===== src/rtl/axi_rd_router_pkg.sv =====
// Shared types for the AXI read router: routing targets, the default-slave
// error response and the default-slave FSM states.
package axi_rd_router_pkg;

    // Routing target: one of up to eight real slaves, or the internal default slave.
    typedef enum logic [3:0] {
        SLV0 = 4'd0,
        SLV1 = 4'd1,
        SLV2 = 4'd2,
        SLV3 = 4'd3,
        SLV4 = 4'd4,
        SLV5 = 4'd5,
        SLV6 = 4'd6,
        SLV7 = 4'd7,
        DEF  = 4'd8
    } target_e;

    localparam int TGT_W = 4;

    // Response returned for reads that decode to no real slave.
    localparam logic [1:0] DEF_RESP = 2'b11;

    typedef enum logic {
        DS_IDLE = 1'b0,
        DS_RESP = 1'b1
    } ds_state_e;

endpackage


===== src/rtl/axi_rd_router_defslv.sv =====
// Default read slave: accepts one burst at a time and answers every beat
// with DECERR, zero data and the requesting ID.
module axi_default_rd_slave
    import axi_rd_router_pkg::*;
#(
    parameter int ID_BITS   = 4,
    parameter int DATA_BITS = 32,
    parameter int LEN_BITS  = 4
) (
    input  logic                 ACLK,
    input  logic                 ARESET,
    input  logic                 i_arvalid,
    input  logic [ID_BITS-1:0]   i_arid,
    input  logic [LEN_BITS-1:0]  i_arlen,
    output logic                 o_arready,
    output logic                 o_rvalid,
    output logic [ID_BITS-1:0]   o_rid,
    output logic [DATA_BITS-1:0] o_rdata,
    output logic [1:0]           o_rresp,
    output logic                 o_rlast,
    input  logic                 i_rready
);

    ds_state_e           r_state;
    logic [LEN_BITS-1:0] r_beat;
    logic [ID_BITS-1:0]  r_id;
    logic                r_arready;
    logic                r_rvalid;
    logic                r_rlast;

    // Burst FSM; handshake-facing outputs are registered alongside the state.
    always_ff @(posedge ACLK or posedge ARESET) begin
        if (ARESET) begin
            r_state   <= DS_IDLE;
            r_beat    <= '0;
            r_id      <= '0;
            r_arready <= 1'b1;
            r_rvalid  <= 1'b0;
            r_rlast   <= 1'b0;
        end else begin
            case (r_state)
                DS_IDLE: begin
                    if (i_arvalid) begin
                        r_id      <= i_arid;
                        r_beat    <= i_arlen;
                        r_rlast   <= (i_arlen == '0);
                        r_arready <= 1'b0;
                        r_rvalid  <= 1'b1;
                        r_state   <= DS_RESP;
                    end
                end
                DS_RESP: begin
                    if (i_rready) begin
                        if (r_beat == '0) begin
                            r_arready <= 1'b1;
                            r_rvalid  <= 1'b0;
                            r_rlast   <= 1'b0;
                            r_state   <= DS_IDLE;
                        end else begin
                            r_beat  <= r_beat - 1'b1;
                            r_rlast <= (r_beat == LEN_BITS'(1));
                        end
                    end
                end
                default: r_state <= DS_IDLE;
            endcase
        end
    end

    assign o_arready = r_arready;
    assign o_rvalid  = r_rvalid;
    assign o_rid     = r_id;
    assign o_rdata   = '0;
    assign o_rresp   = DEF_RESP;
    assign o_rlast   = r_rlast;

endmodule


===== src/rtl/axi_rd_router.sv =====
// AXI read router: one master to NUM_SLAVES read slaves plus an internal
// DECERR slave. Only one target may have bursts outstanding at a time, so
// R beats return in AR order with no reorder buffering.
module axi_rd_router
    import axi_rd_router_pkg::*;
#(
    parameter int NUM_SLAVES = 2,
    parameter int MAX_OUT    = 4,
    parameter int ID_BITS    = 4,
    parameter int ADDR_BITS  = 32,
    parameter int DATA_BITS  = 32,
    parameter int LEN_BITS   = 4
) (
    input  logic                                  ACLK,
    input  logic                                  ARESET,
    // master AR
    input  logic [ID_BITS-1:0]                    ARID_M,
    input  logic [ADDR_BITS-1:0]                  ARADDR_M,
    input  logic [LEN_BITS-1:0]                   ARLEN_M,
    input  logic                                  ARVALID_M,
    output logic                                  ARREADY_M,
    // slave AR (shared payload)
    output logic [ID_BITS-1:0]                    ARID_S,
    output logic [ADDR_BITS-1:0]                  ARADDR_S,
    output logic [LEN_BITS-1:0]                   ARLEN_S,
    output logic [NUM_SLAVES-1:0]                 ARVALID_S,
    input  logic [NUM_SLAVES-1:0]                 ARREADY_S,
    // slave R
    input  logic [NUM_SLAVES-1:0][ID_BITS-1:0]    RID_S,
    input  logic [NUM_SLAVES-1:0][DATA_BITS-1:0]  RDATA_S,
    input  logic [NUM_SLAVES-1:0][1:0]            RRESP_S,
    input  logic [NUM_SLAVES-1:0]                 RLAST_S,
    input  logic [NUM_SLAVES-1:0]                 RVALID_S,
    output logic [NUM_SLAVES-1:0]                 RREADY_S,
    // master R
    output logic [ID_BITS-1:0]                    RID_M,
    output logic [DATA_BITS-1:0]                  RDATA_M,
    output logic [1:0]                            RRESP_M,
    output logic                                  RLAST_M,
    output logic                                  RVALID_M,
    input  logic                                  RREADY_M
);

    localparam int IDX_W = ADDR_BITS - 16;
    localparam int CNT_W = $clog2(MAX_OUT) + 1;

    logic [IDX_W-1:0]     w_idx;
    target_e              w_tgt;
    logic                 w_adm;
    logic                 w_sel_arready;
    logic                 w_ar_hs;
    logic                 w_rlast_hs;
    logic                 w_busy;

    logic [CNT_W-1:0]     r_cnt;
    target_e              r_cur_tgt;

    logic                 w_def_arvalid;
    logic                 w_def_arready;
    logic                 w_def_rvalid;
    logic [ID_BITS-1:0]   w_def_rid;
    logic [DATA_BITS-1:0] w_def_rdata;
    logic [1:0]           w_def_rresp;
    logic                 w_def_rlast;
    logic                 w_def_rready;

    assign w_idx  = ARADDR_M[ADDR_BITS-1:16];
    assign w_tgt  = (w_idx < IDX_W'(NUM_SLAVES)) ? target_e'(w_idx[TGT_W-1:0]) : DEF;
    assign w_busy = (r_cnt != '0);

    // A new AR may only join bursts already in flight to the same real slave;
    // switching targets waits for the pipe to drain so R order stays AR order.
    assign w_adm = !w_busy ||
                   ((r_cnt < CNT_W'(MAX_OUT)) && (w_tgt == r_cur_tgt) && (r_cur_tgt != DEF));

    assign ARID_S   = ARID_M;
    assign ARADDR_S = ARADDR_M;
    assign ARLEN_S  = ARLEN_M;

    // AR steering: pick the decoded slave's ready and raise only its valid.
    always_comb begin
        w_sel_arready = 1'b0;
        ARVALID_S     = '0;
        for (int i = 0; i < NUM_SLAVES; i++) begin
            if (w_tgt == target_e'(i)) begin
                w_sel_arready = ARREADY_S[i];
                ARVALID_S[i]  = !ARESET && ARVALID_M && w_adm;
            end
        end
        if (w_tgt == DEF)
            w_sel_arready = w_def_arready;
    end

    assign ARREADY_M     = !ARESET && w_adm && w_sel_arready;
    assign w_def_arvalid = !ARESET && ARVALID_M && w_adm && (w_tgt == DEF);
    assign w_ar_hs       = ARVALID_M && ARREADY_M;

    // R steering from the current target; nothing is routed while idle so stray
    // slave RVALIDs cannot reach the master.
    always_comb begin
        RVALID_M     = 1'b0;
        RID_M        = '0;
        RDATA_M      = '0;
        RRESP_M      = '0;
        RLAST_M      = 1'b0;
        RREADY_S     = '0;
        w_def_rready = 1'b0;
        if (!ARESET && w_busy) begin
            if (r_cur_tgt == DEF) begin
                RVALID_M     = w_def_rvalid;
                RID_M        = w_def_rid;
                RDATA_M      = w_def_rdata;
                RRESP_M      = w_def_rresp;
                RLAST_M      = w_def_rlast;
                w_def_rready = RREADY_M;
            end else begin
                for (int i = 0; i < NUM_SLAVES; i++) begin
                    if (r_cur_tgt == target_e'(i)) begin
                        RVALID_M    = RVALID_S[i];
                        RID_M       = RID_S[i];
                        RDATA_M     = RDATA_S[i];
                        RRESP_M     = RRESP_S[i];
                        RLAST_M     = RLAST_S[i];
                        RREADY_S[i] = RREADY_M;
                    end
                end
            end
        end
    end

    assign w_rlast_hs = RVALID_M && RREADY_M && RLAST_M;

    // Outstanding-burst count and current target; a simultaneous accept and
    // completion cancel out.
    always_ff @(posedge ACLK or posedge ARESET) begin
        if (ARESET) begin
            r_cnt     <= '0;
            r_cur_tgt <= SLV0;
        end else begin
            if (w_ar_hs)
                r_cur_tgt <= w_tgt;
            if (w_ar_hs && !w_rlast_hs)
                r_cnt <= r_cnt + CNT_W'(1);
            else if (!w_ar_hs && w_rlast_hs)
                r_cnt <= r_cnt - CNT_W'(1);
        end
    end

    axi_default_rd_slave #(
        .ID_BITS   (ID_BITS),
        .DATA_BITS (DATA_BITS),
        .LEN_BITS  (LEN_BITS)
    ) u_def (
        .ACLK      (ACLK),
        .ARESET    (ARESET),
        .i_arvalid (w_def_arvalid),
        .i_arid    (ARID_M),
        .i_arlen   (ARLEN_M),
        .o_arready (w_def_arready),
        .o_rvalid  (w_def_rvalid),
        .o_rid     (w_def_rid),
        .o_rdata   (w_def_rdata),
        .o_rresp   (w_def_rresp),
        .o_rlast   (w_def_rlast),
        .i_rready  (w_def_rready)
    );

endmodule

===== config.mk =====
export PLATFORM = sky130hd
export DESIGN_NAME = axi_rd_router
export DESIGN_NICKNAME = d
export VERILOG_FILES = /design/src/rtl/axi_rd_router_pkg.sv /design/src/rtl/axi_rd_router_defslv.sv /design/src/rtl/axi_rd_router.sv
export SDC_FILE = /design/constraint.sdc
export NUM_CORES = 1
export LEC_CHECK = 0
export CAP_MARGIN = 40
export CORE_UTILIZATION = 30
export CTS_BUF_LIST = sky130_fd_sc_hd__clkbuf_4
export CTS_CLUSTER_DIAMETER = 50
export DETAILED_ROUTE_END_ITERATION = 7
export PLACE_DENSITY = 0.84
export SLEW_MARGIN = 10
export SYNTH_ARGS = -nofsm -noshare
export SYNTH_HDL_FRONTEND = slang
export SYNTH_SLANG_ARGS = --single-unit

===== constraint.sdc =====
create_clock -name ACLK -period 3.15 [get_ports ACLK]
set_input_delay 0.63 -clock ACLK [delete_from_list [all_inputs] [get_ports ACLK]]
set_output_delay 0.63 -clock ACLK [all_outputs]
set_load 0.01 [all_outputs]

=== After elaboration in Yosys (flattened, before gate mapping) ===
Index checks and enable logic that the tools add are counted.

* Bitwise logic cells: 1
* Reduce and logical (&&, ||, !) cells: 28
* Multiplexer cells: 54
* Equality and inequality tests: 11
* Magnitude comparators: 2
* Add/sub/neg operators: 3

{| class="wikitable"
|+ Operators with widths
! operator !! number
|-
| $mux W32 || 4
|-
| $mux W4 || 8
|-
| $mux W1 || 29
|-
| $logic_not A4 Y1 || 4
|-
| $lt A16 B2 Y1 const B || 1
|-
| $logic_and A1 B1 Y1 || 13
|-
| $eq A4 B1 Y1 const B || 3
|-
| $mux W2 || 6
|-
| $eq A4 B4 Y1 const B || 2
|-
| $pmux W1 S2 || 4
|-
| $pmux W4 S2 || 1
|-
| $mux W3 || 2
|-
| $reduce_and A3 Y1 || 2
|-
| $eq A4 B4 Y1 || 1
|-
| $logic_not A1 Y1 || 4
|-
| $ne A2 B1 Y1 const B || 2
|-
| $ne A2 B2 Y1 const B || 2
|-
| $ne A4 B4 Y1 const B || 1
|-
| $reduce_and A2 Y1 || 2
|-
| $sub A4 B1 Y4 const B || 1
|-
| $add A3 B1 Y3 const B || 1
|-
| $lt A3 B3 Y1 const B || 1
|-
| $reduce_bool A3 Y1 || 1
|-
| $sub A3 B1 Y3 const B || 1
|-
| other kinds (3) || 3
|}

* Output and inout bits: 85
* Bits of input ports: 126
* Register bits: 19
* Logic and storage cells: 107

=== Longest topological paths before layout ===
Gate-level depths: netlist of the first run.

* Depth in word-level cells: 13
* Mapped depth: 12
* Mapped depth without buffers: 11

=== Cells and area by module ===
From an unflattened synthesis of the first run, not the netlist that was laid out.

* Cell total of the unflattened synthesis: 303
* Area total of the unflattened synthesis: 2397.3 sq um

{| class="wikitable"
|+ By module, submodules not included
! module !! times used !! cells each !! area each (sq um) !! seq. area each (sq um)
|-
| axi_rd_router || 1 || 203 || 1522.7 || 175.2
|-
| axi_default_rd_slave || 1 || 100 || 874.6 || 301.5
|}

=== Worst setup path before layout of the first run ===
Ideal clock, no wire load.

* Path kind: input port to flip-flop
* From: input port ARESET
* To: register r_cnt[1]
* Slack: 319 ps
* Cell stages on the path: 8
* Arrival time: 2706 ps
* Setup time: 125 ps
* Path buffers: 0
* Cell sequence: inv_1 nand2_1 nor2_1 nand3_1 ha_1 inv_1 fa_1 mux2_2

* Word-level cells in the longest chain between the ends: 8
* Elaborated cells on any way between the ends: 15

{| class="wikitable"
|+ Ends and longest elaborated chain
! what !! RTL line !! RTL
|-
| start: declaration || axi_rd_router.sv:15 || <nowiki>input logic ARESET,</nowiki>
|-
| $logic_not A1 Y1 (no line) * || n/a ||
|-
| $logic_and A1 B1 Y1 * || axi_rd_router.sv:108 || <nowiki>if (!ARESET && w_busy) begin</nowiki>
|-
| $mux W1 * || axi_rd_router.sv:108 ||
|-
| net RVALID_M || axi_rd_router.sv:40 || <nowiki>output logic RVALID_M,</nowiki>
|-
| $logic_and A1 B1 Y1 * (2 in a row) || axi_rd_router.sv:131 || <nowiki>assign w_rlast_hs = RVALID_M && RREADY_M && RLAST_M;</nowiki>
|-
| $logic_not A1 Y1 || axi_rd_router.sv:142 || <nowiki>if (w_ar_hs && !w_rlast_hs)</nowiki>
|-
| $logic_and A1 B1 Y1 || axi_rd_router.sv:142 ||
|-
| $mux W3 or $reduce_bool A2 Y1 (tied branches) || n/a ||
|-
| end signal: assignment || axi_rd_router.sv:143 || <nowiki>r_cnt <= r_cnt + CNT_W'(1);</nowiki>
|-
| end signal: assignment || axi_rd_router.sv:145 || <nowiki>r_cnt <= r_cnt - CNT_W'(1);</nowiki>
|-
| end: declaration || axi_rd_router.sv:55 || <nowiki>logic [CNT_W-1:0] r_cnt;</nowiki>
|}

The timed path passes the listed nets; every way through them passes the cells marked *.
A chain may end at the register's enable or synchronous reset.

=== Final worst setup path of the first run ===
* From: register r_cur_tgt[3]
* To: output port RDATA_M[25]

* Word-level cells in the longest chain between the ends: 5
* Elaborated cells on any way between the ends: 7

{| class="wikitable"
|+ Ends and longest elaborated chain
! what !! RTL line !! RTL
|-
| start: declaration || axi_rd_router.sv:56 || <nowiki>target_e r_cur_tgt;</nowiki>
|-
| start signal: assignment || axi_rd_router.sv:141 || <nowiki>r_cur_tgt <= w_tgt;</nowiki>
|-
| $logic_not A4 Y1 || axi_rd_router.sv:118 || <nowiki>if (r_cur_tgt == target_e'(i)) begin</nowiki>
|-
| $mux W32 (2 in a row) || axi_rd_router.sv:118 ||
|-
| $mux W32 * || axi_rd_router.sv:109 || <nowiki>if (r_cur_tgt == DEF) begin</nowiki>
|-
| $mux W32 * || axi_rd_router.sv:108 ||
|-
| end: declaration || axi_rd_router.sv:37 || <nowiki>output logic [DATA_BITS-1:0] RDATA_M,</nowiki>
|}

Mark *: on every way between the ends. The rest lies on a longest branch, timed or not.

==> flow_metrics.env, run 1 <==
export IMPL_synth_largest_area_cell="dfrtp_1"
export IMPL_path_max_fanout=33
export IMPL_tightest_slew_ns=0.553
export IMPL_fin_ws_ns=0.115
export IMPL_num_antenna_cells=0
export IMPL_path_cells="or4b_4, nand3_1, buf_12, nor2_1, clkdlybuf4s50_1"
export IMPL_skew_ns=0.0204
export IMPL_yosys_cell_types_count=45
export IMPL_yosysSeqAreaShare=0.240
export IMPL_arrival_ns=2.41
export IMPL_worst_path_buf_inv=2
export IMPL_antenna_found_initial=0
export IMPL_cts_buffers=3
export IMPL_hold_ws_ns=0.500
export IMPL_relSlewSlack=0.630
export IMPL_syn_area_mm2=0.00199
export IMPL_grt_remaining_overflow=0
export IMPL_power_frac_clock=0.196
export IMPL_synth_cells=253
export IMPL_power_frac_comb=0.385
export IMPL_synth_edff_count=0
export IMPL_finalPower_mw=0.658
export IMPL_end_kind="output pin"
export IMPL_yosys_top_cells_area="dfrtp_1, buf_4, a22oi_1"
export IMPL_fillCellCount=561
export IMPL_avgSynthCellArea_um2=7.86
export IMPL_drcViolationCount=0
export IMPL_place_gp_congestion=0.823
export IMPL_clock_latency_ns=0.31
export IMPL_synth_fp_nets=383
export IMPL_vias=2406
export IMPL_async_flop_share=1.00
export IMPL_synth_ff_type="dfrtp_1"
export IMPL_nNetsFinal=529
export IMPL_cts_tree="yes"
export IMPL_min_path_cells=1
export IMPL_power_density_mw_per_mm2=176
export IMPL_max_stage_delay_ns=0.59
export IMPL_drtAntennaViolNets=0
export IMPL_worstSetupPathType="reg2out"
export IMPL_multi_input_area_mm2=0.00119
export IMPL_start_kind="flop"
export IMPL_io_pins=211
export IMPL_stdcell_count=475
export IMPL_final_cell_mix="clkdlybuf4s50_1, nor2_1, a22oi_1"
export IMPL_maxCapViolations=0
export IMPL_grt_pass1_vias=2403
export IMPL_hold_buffers=0
export IMPL_viasPerCell=5.07
export IMPL_hold_class="reg2reg"
export IMPL_outcome="finished clean"
export IMPL_timing_final_crit_share=0.964
export IMPL_routed_wl_um=7200
export IMPL_crit_required_ns=2.52
export IMPL_grt_first_pass_wirelength_um=11100
export IMPL_htree_num_levels=1
export IMPL_ir_drop_uv=197
export IMPL_leakagePower_nw=1.49
export IMPL_drt_pass1_iter_count=5
export IMPL_path_clk_slew_ns=0.13
export IMPL_first_iter_violations=105
export IMPL_intPower_mw=0.490
export IMPL_initial_core_util=0.311
export IMPL_detail_route_wl_per_cell_um=15.2
export IMPL_path_depth=5
export IMPL_rsz0062_at_grt="false"
export IMPL_slew_violations=0
export IMPL_fp_row_count=29
export IMPL_placed_area_mm2=0.00367
export IMPL_p_switching_mw=0.168
export IMPL_dieWidth_um=83.4
export IMPL_slowest_stage="or4b_4"
export IMPL_pwr_share_seq=0.420
export IMPL_final_common_cell="clkdlybuf4s50_1"
export IMPL_final_hold_violation_count=0
export IMPL_setup_viol=0
export IMPL_regToRegSetupSlack_ns=0.26
export IMPL_dp_hpwl_um=5750
export IMPL_io_buffers=178
export IMPL_die_y_um=83.4
export IMPL_post_cts_buffers=0
export IMPL_design_core_area_mm2=0.00639
export IMPL_reg2reg_depth=12
export IMPL_cts_buffer_depth=2
export IMPL_ys_seq_elements=19
export IMPL_root_buffer="clkbuf_4"
export IMPL_crit_family="simple AND/OR/NAND/NOR gates"
export IMPL_stdcell_area_mm2=0.00375
export IMPL_fmax_mhz=329
export IMPL_die_area_mm2=0.00696
export IMPL_area_delta_synth_final_pct=88.5
export IMPL_place_inst=471
export IMPL_period_minus_slack_ns=3.04
export IMPL_layout_drive_gt1_share=0.111
export IMPL_final_core_util=0.587
export IMPL_p_sw_frac=0.255
export IMPL_seqCellArea_um2=477
export IMPL_clock_sinks=19
export IMPL_grt_max_degree=34
export IMPL_fin_tns_setup_ns=0
export IMPL_yosysWarnings=0
export IMPL_pre_cts_ws_ns=-0.217
export IMPL_synth_top_area_frac=0.227
export IMPL_grtUsageTotal=0.192
## synth_stat cells (2+ instances only)
| master | count |
|---|---|
| nor2_1 | 48 |
| buf_4 | 40 |
| a22oi_1 | 39 |
| dfrtp_1 | 18 |
| nand2_1 | 14 |
| clkbuf_1 | 13 |
| mux2_2 | 9 |
| nor3_1 | 7 |
| a21oi_1 | 6 |
| inv_1 | 6 |
| nand3_1 | 5 |
| nor4_1 | 5 |
| a222oi_1 | 4 |
| ha_1 | 3 |
| a21boi_0 | 2 |
| and2_1 | 2 |
| nor3b_1 | 2 |
| xnor2_1 | 2 |
| xor2_1 | 2 |
## layout make-up
| cell class | instances | share of cell area |
|---|---|---|
| Tap cell | 77 | 0.0257 |
| Sequential cell | 19 | 0.127 |
| Clock inverter | 1 | 0.00134 |
| Clock buffer | 3 | 0.00601 |
| Multi-Input combinational cell | 173 | 0.318 |
| Timing Repair Buffer | 196 | 0.516 |
| Inverter | 6 | 0.00601 |
## worst register-to-register path, delay by kind of cell (launching register included)
kind / cells / cell delay [ns]
AO/OA/AOI/OAI: 3 / 0.62
XOR/XNOR: 2 / 0.30
adder cells (fa/ha/maj): 2 / 0.54
buffers and inverters: 3 / 0.34
flip-flops: 1 / 0.44
AND/OR/NAND/NOR: 2 / 0.59
## power by group through the flow
stage,clock (mW),sequential [mW],combinational [mW]
after floorplan,0,0.276,0.103
after global placement,0,0.279,0.243
after detailed placement,0,0.279,0.248
after CTS,0.131,0.276,0.254
after global routing,0.137,0.278,0.269
final,0.129,0.276,0.253
## per-layer routing
layer,track usage,up-vias,wire (um)
met2,0.344,98,3570
met5,0,-,0
met4,0.0486,0,110
li1,-,1174,-
met1,0.234,1118,3050
met3,0.0398,16,478
## timing repair
| action | 4_1_cts | 5_1_grt |
|---|---|---|
| endpoints found under the setup margin | 3 | 17 |
| pin swaps | 2 | 0 |
| resized for setup | 9 | 4 |
| gates cloned | 0 | 0 |
## state kept, by name, indices dropped and copies added, names as in the netlist
name             flops
u_def.o_rvalid       1
r_cnt                3
u_def.o_rlast        1
u_def.o_arready      1
u_def.r_beat         4
u_def.r_state        1
u_def.o_rid          4
r_cur_tgt            4
## final timing paths
path                              endpoint            from
max                            RDATA_M[25]    r_cur_tgt[3]
min                         u_def.o_rvalid  u_def.o_rvalid
max reg2reg                       r_cnt[2]        r_cnt[0]
min reg2reg                 u_def.o_rvalid  u_def.o_rvalid
max in group asynchronous  u_def.o_arready          ARESET
min in group asynchronous         r_cnt[0]          ARESET
## cells by family (layout without fill, tap and decap cells)
| family | count (synthesis) | in the layout | share of synthesized area |
|---|---|---|---|
| buffers and inverters | 61 | 206 | 0.195 |
| AND/OR/NAND/NOR | 95 | 95 | 0.239 |
| AO/OA/AOI/OAI | 60 | 60 | 0.223 |
| multiplexers | 10 | 10 | 0.0560 |
| flip-flops | 19 | 19 | 0.240 |
| adder cells (fa/ha/maj) | 4 | 4 | 0.0290 |
| XOR/XNOR | 4 | 4 | 0.0176 |
Power figures use the tool's default switching activity.
==> inputs of run 2 (changes only) <==
--- a/config.mk
+++ b/config.mk
@@ -6,11 +6,12 @@
 export NUM_CORES = 1
 export LEC_CHECK = 0
 export CAP_MARGIN = 40
-export CORE_UTILIZATION = 30
+export CORE_AREA = 2 2 82 84
 export CTS_BUF_LIST = sky130_fd_sc_hd__clkbuf_4
 export CTS_CLUSTER_DIAMETER = 50
 export DETAILED_ROUTE_END_ITERATION = 7
-export PLACE_DENSITY = 0.84
+export DIE_AREA = 0 0 84 86
+export PLACE_DENSITY = 0.88
 export SLEW_MARGIN = 10
 export SYNTH_ARGS = -nofsm -noshare
 export SYNTH_HDL_FRONTEND = slang
==> constraint.sdc (replaced) <==
create_clock -name ACLK -period 3.94 [get_ports ACLK]
set_input_delay 0.788 -clock ACLK [delete_from_list [all_inputs] [get_ports ACLK]]
set_output_delay 0.788 -clock ACLK [all_outputs]
set_load 0.01 [all_outputs]
==> run 2 against run 1 <==
  * Design area shrank 3.8%
  * Combinational power fell by 22%
  * Global-route usage decreased by 0.25 points
  * Hold slack worse by 0.0034 ns
  * Clock-buffer cell count stayed put
  * Power shrank 22%
  * Worst setup slack improved by 0.22 ns
  * Die area is 3.8% higher
  * Cell count is 2.1% lower
  * Sequential power is 20% lower
  * Critical endpoint is now ARVALID_S[1]
==> flow_metrics.env, run 2 (same netlist as run 1, synthesis figures left out) <==
export IMPL_wl_met2_um=3930
export IMPL_cts_buffers=3
export IMPL_layout_drive_gt1_share=0.0747
export IMPL_antenna_found_initial=0
export IMPL_intPower_mw=0.389
export IMPL_clock_sinks=19
export IMPL_start_kind="input port"
export IMPL_leakagePower_nw=1.41
export IMPL_design_core_area_mm2=0.00628
export IMPL_final_core_util=0.575
export IMPL_reg2reg_depth=11
export IMPL_fmax_mhz=278
export IMPL_placed_area_mm2=0.00358
export IMPL_area_delta_synth_final_pct=81.4
export IMPL_outcome="finished clean"
export IMPL_drt_pass1_iter_count=8
export IMPL_fin_tns_setup_ns=0
export IMPL_die_area_mm2=0.00722
export IMPL_final_common_cell="clkdlybuf4s50_1"
export IMPL_die_y_um=86
export IMPL_grtUsageTotal=0.190
export IMPL_post_cts_buffers=0
export IMPL_hold_buffers=0
export IMPL_power_frac_comb=0.380
export IMPL_power_density_mw_per_mm2=143
export IMPL_grt_first_pass_wirelength_um=11500
export IMPL_drtAntennaViolNets=0
export IMPL_path_max_fanout=4
export IMPL_first_iter_violations=91
export IMPL_dr_max_layer_used="met4"
export IMPL_hold_class="reg2reg"
export IMPL_nNetsFinal=519
export IMPL_fp_row_count=29
export IMPL_path_clk_slew_ns=0.11
export IMPL_grt_remaining_overflow=0
export IMPL_detail_route_wl_per_cell_um=15.8
export IMPL_p_switching_mw=0.128
export IMPL_p_sw_frac=0.248
export IMPL_power_frac_clock=0.193
export IMPL_slew_violations=0
export IMPL_maxCapViolations=0
export IMPL_drt_met1_wl_um=2940
export IMPL_timing_final_crit_share=0.914
export IMPL_root_buffer="clkbuf_4"
export IMPL_drcViolationCount=0
export IMPL_ir_drop_uv=139
export IMPL_pwr_share_seq=0.427
export IMPL_place_gp_congestion=0.809
export IMPL_hold_path_endpoint="u_def.o_rvalid"
export IMPL_arrival_ns=2.81
export IMPL_end_kind="output pin"
export IMPL_skew_ns=0.00350
export IMPL_tightest_slew_ns=0.750
export IMPL_fillCellCount=541
export IMPL_htree_num_levels=1
export IMPL_io_pins=211
export IMPL_grt_max_degree=34
export IMPL_postCtsResizedCells=0
export IMPL_regToRegSetupSlack_ns=0.89
export IMPL_min_path_cells=1
export IMPL_relSlewSlack=0.496
export IMPL_dieWidth_um=84
export IMPL_rsz0062_at_grt="false"
export IMPL_routed_wl_um=7350
export IMPL_final_hold_violation_count=0
export IMPL_hold_start="u_def.o_rvalid"
export IMPL_reg2reg_from="r_cnt[0]"
export IMPL_worstSetupPathType="in2out"
export IMPL_reg2reg_to="r_cnt[2]"
export IMPL_stdcell_area_mm2=0.00361
export IMPL_route_met3_wl_um=415
export IMPL_finalPower_mw=0.517
export IMPL_io_buffers=178
export IMPL_cts_buffer_depth=2
export IMPL_initial_core_util=0.317
export IMPL_viasPerCell=5.10
export IMPL_period_minus_slack_ns=3.60
export IMPL_clock_latency_ns=0.30
export IMPL_final_cell_mix="clkdlybuf4s50_1, nor2_1, a22oi_1"
export IMPL_dp_hpwl_um=6010
export IMPL_vias=2370
export IMPL_num_antenna_cells=0
export IMPL_hold_ws_ns=0.496
export IMPL_setup_viol=0
export IMPL_cts_tree="yes"
export IMPL_grt_pass1_vias=2414
export IMPL_crit_required_ns=3.15
run 2: cell count changes in the layout (fill, tap and decap cells not counted), sizes merged:
cell,delta
dlygate4sd2,-3
clkdlybuf4s50,+3
buf,-10
run 2: critical path, cell delays in order:
cell and delay [ns]:
clkdlybuf4s50_1 0.43, nor4_1 0.37, and4_1 0.35, nand3_1 0.13, nor3b_1 0.19, clkdlybuf4s50_1 0.57
run 2: area by class of cell:
type / count / area, um2 / area share
Timing Repair Buffer: 186 / 1840 / 0.511
Multi-Input combinational cell: 173 / 1140 / 0.317
Sequential cell: 19 / 477 / 0.132
Tap cell: 77 / 96.3 / 0.0267
Clock buffer: 3 / 22.5 / 0.00624
Inverter: 6 / 22.5 / 0.00624
Clock inverter: 1 / 5.00 / 0.00139
run 2: worst max path at each step:
stage	end	slack, ns	cells after the start	from
floorplan	r_cnt[1]	0.95	8	ARESET
global placement	ARVALID_S[1]	0.36	6	ARADDR_M[30]
global route	ARREADY_M	0.12	6	r_cnt[0]
finish	ARVALID_S[1]	0.34	6	ARADDR_M[24]
detailed placement	ARVALID_S[1]	0.37	6	ARADDR_M[30]
CTS	ARREADY_M	0.33	6	r_cnt[0]
run 2: metal layers:
| layer | up-vias | GRT usage |
|---|---|---|
| li1 | 1146 | - |
| met1 | 1118 | 0.231 |
| met2 | 96 | 0.359 |
| met3 | 10 | 0.0250 |
| met4 | 0 | 0.0367 |
| met5 | - | 0 |
run 2: through the flow:
| stage | setup slack, ns | instances |
|---|---|---|
| 5_1_grt | 0.115 | 465 |
| 2_1_floorplan | 0.951 | 253 |
| 6_report | 0.338 | 465 |
| 3_5_place_dp | 0.370 | 461 |
| 4_1_cts | 0.330 | 465 |
| 3_3_place_gp | 0.362 | 461 |
run 2: power by group through the flow:
stage	Combinational, mW	Clock [mW]	Sequential, mW
floorplan	0.0823	0	0.221
global placement	0.192	0	0.224
detailed placement	0.196	0	0.223
CTS	0.197	0.101	0.220
global route	0.210	0.110	0.223
finish	0.197	0.0995	0.221
